$ cat src/rtl/ulpi_reg_sequencer.sv
// ulpi_reg_sequencer
//   Owns the ULPI PHY register-access port. After READY rises it writes
//   FUNC_CTRL and OTG_CTRL, reads both back and verifies them, retrying
//   failed, timed-out or mismatched accesses. Once configured it forwards
//   single register accesses from one user requester, one at a time.
//
// Ports
//   CLK_60M, NRST_A_USB          : ULPI clock, async active-low reset
//   READY                        : ULPI link ready (low = PHY unusable)
//   REG_EN/RW/ADDR/DATA_I        : access strobe and fields to the ULPI core
//   REG_DATA_O/REG_DONE/REG_FAIL : access result from the ULPI core
//   USR_REQ/RW/ADDR/WDATA        : user request (level, held until USR_ACK)
//   USR_ACK/USR_ERR/USR_RDATA    : user completion pulse, error, read data
//   CFG_DONE/CFG_ERR/CFG_STEP    : configuration status
//   DBG_STATE                    : current FSM state, for observation only
//
// Handshake: REG_EN is a one-cycle strobe; REG_RW/ADDR/DATA_I are valid on the
// strobe cycle and stay stable until REG_DONE or REG_FAIL. USR_REQ is a level
// that the requester holds until the one-cycle USR_ACK; USR_ERR and USR_RDATA
// are meaningful on the USR_ACK cycle.
module ulpi_reg_sequencer #(
  parameter logic [5:0]  FUNC_CTRL_ADDR = 6'h04,
  parameter logic [5:0]  OTG_CTRL_ADDR  = 6'h0A,
  parameter logic [7:0]  FUNC_CTRL_VAL  = 8'h41,
  parameter logic [7:0]  OTG_CTRL_VAL   = 8'h06,
  parameter int unsigned MAX_RETRY      = 3,
  parameter int unsigned TIMEOUT        = 255
) (
  input  logic       CLK_60M,
  input  logic       NRST_A_USB,
  input  logic       READY,
  output logic       REG_EN,
  output logic       REG_RW,
  output logic [5:0] REG_ADDR,
  output logic [7:0] REG_DATA_I,
  input  logic [7:0] REG_DATA_O,
  input  logic       REG_DONE,
  input  logic       REG_FAIL,
  input  logic       USR_REQ,
  input  logic       USR_RW,
  input  logic [5:0] USR_ADDR,
  input  logic [7:0] USR_WDATA,
  output logic       USR_ACK,
  output logic       USR_ERR,
  output logic [7:0] USR_RDATA,
  output logic       CFG_DONE,
  output logic       CFG_ERR,
  output logic [1:0] CFG_STEP,
  output logic [3:0] DBG_STATE
);

  localparam int unsigned TW = $clog2(TIMEOUT + 1);
  localparam int unsigned RW = (MAX_RETRY > 0) ? $clog2(MAX_RETRY + 1) : 1;
  localparam logic [TW-1:0] TIMER_MAX = TW'(TIMEOUT);
  localparam logic [RW-1:0] RETRY_MAX = RW'(MAX_RETRY);

  typedef enum logic [3:0] {
    S_WAIT_READY, S_ISSUE, S_WAIT, S_CHECK, S_RETRY,
    S_CONFIGURED, S_UISSUE, S_UWAIT, S_ERROR
  } state_e;

  state_e        state_q, state_d;
  logic [1:0]    step_q, step_d;
  logic [RW-1:0] retry_q, retry_d;
  logic [TW-1:0] timer_q, timer_d;
  logic          rewrite_q, rewrite_d;  // current write step is a re-write after a bad read-back
  logic          match_q, match_d;      // read-back result, captured with REG_DONE
  logic          reg_en_q, reg_en_d;
  logic          reg_rw_q, reg_rw_d;
  logic [5:0]    reg_addr_q, reg_addr_d;
  logic [7:0]    reg_wdata_q, reg_wdata_d;
  logic          usr_ack_q, usr_ack_d;
  logic          usr_err_q, usr_err_d;
  logic [7:0]    usr_rdata_q, usr_rdata_d;
  logic          cfg_done_q, cfg_done_d;
  logic          cfg_err_q, cfg_err_d;
  logic [7:0]    exp_val;

  always_comb begin
    state_d     = state_q;
    step_d      = step_q;
    retry_d     = retry_q;
    timer_d     = timer_q;
    rewrite_d   = rewrite_q;
    match_d     = match_q;
    reg_en_d    = 1'b0;
    reg_rw_d    = reg_rw_q;
    reg_addr_d  = reg_addr_q;
    reg_wdata_d = reg_wdata_q;
    usr_ack_d   = 1'b0;
    usr_err_d   = 1'b0;
    usr_rdata_d = usr_rdata_q;
    cfg_done_d  = cfg_done_q;
    cfg_err_d   = cfg_err_q;
    exp_val     = step_q[0] ? OTG_CTRL_VAL : FUNC_CTRL_VAL;

    if (!READY) begin
      state_d    = S_WAIT_READY;
      step_d     = '0;
      retry_d    = '0;
      timer_d    = '0;
      rewrite_d  = 1'b0;
      cfg_done_d = 1'b0;
      cfg_err_d  = 1'b0;
      if (state_q == S_UISSUE || state_q == S_UWAIT) begin
        usr_ack_d = 1'b1;
        usr_err_d = 1'b1;
      end
    end else begin
      case (state_q)
        S_WAIT_READY: state_d = S_ISSUE;
        S_ISSUE: begin
          timer_d = '0;
          state_d = S_WAIT;
        end
        S_WAIT: begin
          if (REG_DONE) begin
            match_d = (REG_DATA_O == exp_val);
            state_d = S_CHECK;
          end else if (REG_FAIL || timer_q == TIMER_MAX) begin
            state_d = S_RETRY;
          end else begin
            timer_d = timer_q + TW'(1);
          end
        end
        S_CHECK: begin
          if (!step_q[1]) begin
            // A re-write goes straight back to the read that failed and
            // keeps the retry count, so a persistent mismatch exhausts it.
            if (rewrite_q) begin
              step_d    = step_q + 2'd2;
              rewrite_d = 1'b0;
            end else begin
              step_d  = step_q + 2'd1;
              retry_d = '0;
            end
            state_d = S_ISSUE;
          end else if (match_q) begin
            retry_d = '0;
            if (step_q == 2'd3) begin
              state_d    = S_CONFIGURED;
              cfg_done_d = 1'b1;
            end else begin
              step_d  = step_q + 2'd1;
              state_d = S_ISSUE;
            end
          end else begin
            step_d    = step_q - 2'd2;
            rewrite_d = 1'b1;
            state_d   = S_RETRY;
          end
        end
        S_RETRY: begin
          if (retry_q == RETRY_MAX) begin
            state_d   = S_ERROR;
            cfg_err_d = 1'b1;
          end else begin
            retry_d = retry_q + RW'(1);
            state_d = S_ISSUE;
          end
        end
        // USR_REQ is still high on the USR_ACK cycle; ack_q blocks a re-issue.
        S_CONFIGURED: if (USR_REQ && !usr_ack_q) state_d = S_UISSUE;
        S_UISSUE: begin
          timer_d = '0;
          state_d = S_UWAIT;
        end
        S_UWAIT: begin
          if (REG_DONE) begin
            usr_ack_d = 1'b1;
            if (!reg_rw_q) usr_rdata_d = REG_DATA_O;
            state_d = S_CONFIGURED;
          end else if (REG_FAIL || timer_q == TIMER_MAX) begin
            usr_ack_d = 1'b1;
            usr_err_d = 1'b1;
            state_d   = S_CONFIGURED;
          end else begin
            timer_d = timer_q + TW'(1);
          end
        end
        S_ERROR: begin
          if (USR_REQ && !usr_ack_q) begin
            usr_ack_d = 1'b1;
            usr_err_d = 1'b1;
          end
        end
        default: state_d = S_WAIT_READY;
      endcase
    end

    // Fields are loaded only on entry to an issue state and then held.
    if (state_d == S_ISSUE) begin
      reg_en_d    = 1'b1;
      reg_rw_d    = ~step_d[1];
      reg_addr_d  = step_d[0] ? OTG_CTRL_ADDR : FUNC_CTRL_ADDR;
      reg_wdata_d = step_d[0] ? OTG_CTRL_VAL : FUNC_CTRL_VAL;
    end else if (state_d == S_UISSUE) begin
      reg_en_d    = 1'b1;
      reg_rw_d    = USR_RW;
      reg_addr_d  = USR_ADDR;
      reg_wdata_d = USR_WDATA;
    end
  end

  always_ff @(posedge CLK_60M or negedge NRST_A_USB) begin
    if (!NRST_A_USB) begin
      state_q     <= S_WAIT_READY;
      step_q      <= '0;
      retry_q     <= '0;
      timer_q     <= '0;
      rewrite_q   <= 1'b0;
      match_q     <= 1'b0;
      reg_en_q    <= 1'b0;
      reg_rw_q    <= 1'b0;
      reg_addr_q  <= '0;
      reg_wdata_q <= '0;
      usr_ack_q   <= 1'b0;
      usr_err_q   <= 1'b0;
      usr_rdata_q <= '0;
      cfg_done_q  <= 1'b0;
      cfg_err_q   <= 1'b0;
    end else begin
      state_q     <= state_d;
      step_q      <= step_d;
      retry_q     <= retry_d;
      timer_q     <= timer_d;
      rewrite_q   <= rewrite_d;
      match_q     <= match_d;
      reg_en_q    <= reg_en_d;
      reg_rw_q    <= reg_rw_d;
      reg_addr_q  <= reg_addr_d;
      reg_wdata_q <= reg_wdata_d;
      usr_ack_q   <= usr_ack_d;
      usr_err_q   <= usr_err_d;
      usr_rdata_q <= usr_rdata_d;
      cfg_done_q  <= cfg_done_d;
      cfg_err_q   <= cfg_err_d;
    end
  end

  assign REG_EN     = reg_en_q;
  assign REG_RW     = reg_rw_q;
  assign REG_ADDR   = reg_addr_q;
  assign REG_DATA_I = reg_wdata_q;
  assign USR_ACK    = usr_ack_q;
  assign USR_ERR    = usr_err_q;
  assign USR_RDATA  = usr_rdata_q;
  assign CFG_DONE   = cfg_done_q;
  assign CFG_ERR    = cfg_err_q;
  assign CFG_STEP   = step_q;
  assign DBG_STATE  = state_q;

endmodule
$ cat config.mk
export PLATFORM = sky130hd
export DESIGN_NAME = ulpi_reg_sequencer
export DESIGN_NICKNAME = d
export VERILOG_FILES = /design/src/rtl/ulpi_reg_sequencer.sv
export SDC_FILE = /design/constraint.sdc
export NUM_CORES = 1
export LEC_CHECK = 0
export BUFFER_PORTS_ARGS = -buffer_cell sky130_fd_sc_hd__buf_4
export CORE_AREA = 2 2 88 64
export CTS_CLUSTER_SIZE = 30
export DETAILED_ROUTE_END_ITERATION = 8
export DIE_AREA = 0 0 90 66
export PLACE_DENSITY = 0.73
export SLEW_MARGIN = 20
export SYNTH_ARGS = -nofsm -noshare
export SYNTH_HDL_FRONTEND = slang
export SYNTH_SLANG_ARGS = --single-unit
$ cat constraint.sdc
create_clock -name CLK_60M -period 2.45 [get_ports CLK_60M]
set_input_delay 0.3675 -clock CLK_60M [delete_from_list [all_inputs] [get_ports CLK_60M]]
set_output_delay 0.3675 -clock CLK_60M [all_outputs]
set_load 0.05 [all_outputs]
* Word-level counts from Yosys, hierarchy flattened
Index checks and enable logic that the tools add are counted.
** Operators by class
- Bitwise gates (word level) :: 2
- Muxes and demuxes :: 59
- Add/subtract/negate cells :: 5
- Reductions and logical operators :: 15
- Equal/unequal tests :: 28
** Operator list (count)
- $mux 4 :: 10
- $mux 8 :: 5
- $pmux 4 s9 :: 1
- $mux 1 :: 23
- $mux 2 :: 11
- $eq 4x3->1 const B :: 5
- $pmux 8 s2 :: 1
- $ne 3x3->1 const B :: 5
- $mux 7 :: 2
- $mux 6 :: 2
- $ne 2x1->1 const B :: 6
- $reduce_and 4->1 :: 3
- $add 8x1->8 const B :: 1
- $eq 4x1->1 const B :: 2
- $eq 4x2->1 const B :: 2
- $eq 8x7->1 :: 1
- $eq 8x8->1 const B :: 1
- $ne 4x4->1 const B :: 2
- $reduce_and 3->1 :: 2
- $add 2x1->2 const B :: 2
- $eq 2x2->1 const B :: 2
- $eq 4x4->1 const B :: 1
- $logic_not 4->1 :: 1
- $pmux 1 s2 :: 2
- 12 further kinds :: 16
** Word-level totals
- Output and inout bits :: 34
- Word-level logic and storage cells :: 124
- Bits of input ports :: 29
- Bits in registers :: 46

* Logic depth before layout (Yosys ltp)
- Depth after elaboration :: 9
- Gate-level depth with buffers :: 9
- Gate-level depth less buffers :: 8

* Worst setup path before layout
Ideal clock, no wire load.
- Path type :: register -> register
- From :: register state_q[0] (netlist: DBG_STATE[0])
- To :: register reg_addr_q[2] (netlist: REG_ADDR[2])
- Data arrival time :: 2221 ps
- Library setup time :: 132 ps
- Setup slack :: 97 ps
- Data required time :: 2318 ps
- Path buffers :: 3
- Stages on the path, launching flop included :: 10
- Cells stage by stage :: dfrtp_1 buf_4 buf_4 nand3b_1 a21oi_1 nand2_1 a2111oi_4 buf_6 mux2i_1 mux2i_1
** On the way
- Longest elaborated chain between the ends :: 6
- Elaborated cells on any way between the ends :: 23
- Classes of those cells :: 10 x eq/ne; 11 x mux; 2 x reduce/logical
** Ends and longest elaborated chain
- start, declared :: RTL line 62 : state_e state_q, state_d;
- start signal, assigned :: RTL line 223 : state_q <= state_d;
- $mux 4 (on tied branches) :: RTL line 173, 120
- $mux 4 (on tied branches) :: RTL line 169, 117
- $pmux 4 s9 :: RTL line 110 : case (state_q)
- $mux 4 :: RTL line 97 : if (!READY) begin
- $eq 4x1->1 or $eq 4x3->1 (tied branches) :: RTL line 192, 197
- $mux 6 or $reduce_bool 2->1 (tied branches)
- end signal, assigned :: RTL line 231 : reg_addr_q <= reg_addr_d;
- end, declared :: RTL line 70 : logic [5:0] reg_addr_q, reg_addr_d;
Parallel ways exist; a longest one is shown, timed or not.
A chain may end at the register's enable or synchronous reset.

* Final worst setup path
- From :: register timer_q[0]
- To :: register reg_wdata_q[4] (netlist: REG_DATA_I[4])
** On the way
- Longest elaborated chain between the ends :: 8
- Elaborated cells on any way between the ends :: 12
- Classes of those cells :: 3 x eq/ne; 7 x mux; 2 x reduce/logical
** Ends and longest elaborated chain
- start, declared :: RTL line 65 : logic [TW-1:0] timer_q, timer_d;
- start signal, assigned :: RTL line 226 : timer_q <= timer_d;
- $eq 8x8->1 (*) :: RTL line 120, 173
- $logic_or 1x1->1 (*) :: RTL line 120, 173
- $mux 4 (on tied branches) :: RTL line 173, 120
- $mux 4 (on tied branches) :: RTL line 169, 117
- $pmux 4 s9 (*) :: RTL line 110
- $mux 4 (*) :: RTL line 97
- $eq 4x1->1 or $eq 4x3->1 (tied branches) :: RTL line 192, 197
- $mux 8 or $reduce_bool 2->1 (tied branches)
- end signal, assigned :: RTL line 232 : reg_wdata_q <= reg_wdata_d;
- end, declared :: RTL line 71 : logic [7:0] reg_wdata_q, reg_wdata_d;
Every way passes the cells marked *; elsewhere a longest branch is shown, timed or not.

==> out/metrics.cfg <==
[sta]
setup_violations = 0
fin_ws_ps = 126
maxSlewViolCount = 0
finClkSkew_ps = 9.11
tightest_slew_ps = 577
fmax_mhz = 430
fin_crit_sh_pct = 94.8
hold_viol = 0
grt_setup_unrepaired = no
relSlewSlack_pct = 61.5
period_minus_slack_ps = 2320

[logic_synthesis]
yosys_register_bits = 46
ys_warn_count = 0
netlist_instances = 214
avgSynthCellArea_um2 = 11.3
synth_cell_types = 59
synth_seq_area_share_pct = 47.5
synth_area_um2 = 2420
ys.flop_type = dfrtp_1
synthesis.nets = 248
synth_edf_count = 0
async_flop_share_pct = 100

[clock_tree]
cts_buffers = 5
root_buffer = clkbuf_8
tritoncts = built
clkSinkCount = 46
cts_max_level = 2
clk_latency_ps = 300
cts_hold_buf = 0
clk_pin_slew_ps = 90
clk_path_buf_depth = 2

[power]
leakagePower_nw = 1.44
irDropWorstVdd_uv = 376
p_per_area_nw_per_um2 = 707

[die]
ios = 63
die_h_um = 66
core.rowCount = 22
dieArea_um2 = 5940
die_w_um = 90
core_area_um2 = 5120
initial_utilization_pct = 47.4

[placement]
dpl_cell_area_um2 = 2980
gp_congestion = 0.840
pre_cts_slack_ps = -24.8
portBuffers = 62
place_hpwl_mm = 4.03

[worst_setup_path]
worstSetupPathType = reg -> reg
crit_path_end_kind = register
worstReg2RegStart = timer_q[0]
start_kind = register
crit_start = timer_q[0]
path_max_fanout = 7
cp.required_ps = 2640
arrival_ps = 2520
reg2reg_setup_slack_ps = 130

[route]
vias = 1939
routedWlPerCell_um = 15.1
drtAntennaViolNets = 0
drt_iter0_drc = 145
drcViolationCount = 0
routed_wl_mm = 5.46
detail_route.first_pass.iterations = 4
vias_per_cell = 5.37

[grt]
grt_usage_pct = 19.0
grt_pass1_vias = 1754
grt.overflow.total = 0
grt_pass1_wl_mm = 8.89
antenna_found_initial = 0
grt_start_max_net_pins = 47

[cells_and_area]
fin_nets = 322
drive_gt1_share_pct = 41.9
layout_common_cells = 75 x buf_4, 43 x dfrtp_1, 18 x nor2_1, 12 x nand2_1, 11 x o21ai_0
final_area_um2 = 3130
syn2layout_area_growth_pct = 29.0
insertedDiodeCount = 0
layout_commonest_cell = buf_4

[run]
cap_violations = 0

[status]
status = complete, no violations

[min_path]
hold_path.class = in -> async

[final cells by class]
type                    count  area, um2
inverters                   7       26.3
multi-input cells         152       1180
fillers                   451       1990
well taps                  72       90.1
clock inverters             3       21.3
flip-flops and latches     46       1150
clock buffers               5       68.8
repair buffers             76        583
[worst paths after layout]
check,end,depth (start not counted)
max in group asynchronous,DBG_STATE[0],1
min,timer_q[5],1
max,REG_DATA_I[4],9
max reg2reg,REG_DATA_I[4],9
min in group CLK_60M,REG_ADDR[5],2
min reg2reg,REG_ADDR[4],1
[cell families (layout without fill, tap and decap cells)]
family	Yosys count	count (layout)	synth area share, %
AOI/OAI and AO/OA	56	56	19.0
xor gates and xnor gates	4	4	1.45
adders and majority gates	5	5	2.58
muxes	19	19	8.31
and+or+nand+nor	68	68	16.7
DFF	46	46	47.5
buffers and inverters	16	91	4.49
[timing repair]
item	4_1_cts	5_1_grt
buffers inserted	0	3
setup endpoints to repair	1	8
resized for setup	0	6
pin swaps	1	2
gates cloned	0	0
[critical path: stages (launching register included)]
cell,delay [ps]
dfrtp_1,430
ha_2,220
and4_4,210
a21oi_2,180
nand2_1,140
a2111oi_4,470
buf_4,190
a21oi_4,40
buf_12,140
a22o_2,200
[layer usage]
| metal | vias up | global-route usage, % | wire length (um) |
|---|---|---|---|
| met5 | - | 0 | 0 |
| met4 | 0 | 3.46 | 12 |
| met3 | 2 | 6.04 | 282 |
| met2 | 49 | 26.4 | 2350 |
| met1 | 934 | 28.9 | 2820 |
| li1 | 954 | - | - |
[synth_stat cells (3+ instances only)]
cell      number  share of area, %
nand3_1        5               1.0
nand3b_1       5               1.5
mux2_2         9               4.2
buf_6          3               1.4
o221a_1        5               2.3
a22o_2         7               2.9
dfrtp_1       46                47
ha_1           5               2.6
nand2_1       12               1.9
a21oi_1       11               2.3
nand2b_1       6               1.5
mux2i_1       10               4.1
o21ai_0       11               2.3
inv_1          5              0.77
nor2_1        18               2.8
a211oi_1       3              0.93
buf_4          4               1.2
[metrics by stage]
stage | TNS, ps | power [mW] | hold WS, ps | cells | util (%)
6_report | 0 | 2.21 | 58.4 | 361 | 61.1
5_1_grt | 0 | 2.32 | 106 | 361 | 61.1
4_1_cts | 0 | 2.19 | 84.0 | 358 | 60.0
3_5_place_dp | -24.8 | 1.73 | 412 | 350 | 58.2
3_3_place_gp | 0 | 1.72 | 412 | 350 | 58.2
2_1_floorplan | 0 | 1.48 | 71.9 | 214 | -
[sequential cells by signal, summed over array words and instances, names as in the netlist]
| register | cells |
|---|---|
| CFG_STEP | 2 |
| retry_q | 2 |
| REG_ADDR | 6 |
| REG_DATA_I | 8 |
| REG_EN | 1 |
| USR_ERR | 1 |
| CFG_ERR | 1 |
| REG_RW | 1 |
| match_q | 1 |
| USR_RDATA | 8 |
| USR_ACK | 1 |
| rewrite_q | 1 |
| timer_q | 8 |
| DBG_STATE | 4 |
| CFG_DONE | 1 |
[report_power, final]
group | switching [mW] | internal [mW] | leakage [nW]
registers | 0.0849 | 0.844 | 0.602
logic | 0.513 | 0.302 | 0.796
clock network | 0.265 | 0.201 | 0.0441
total | 0.863 | 1.35 | 1.44
Note: power is estimated with default switching activity, not from simulation.
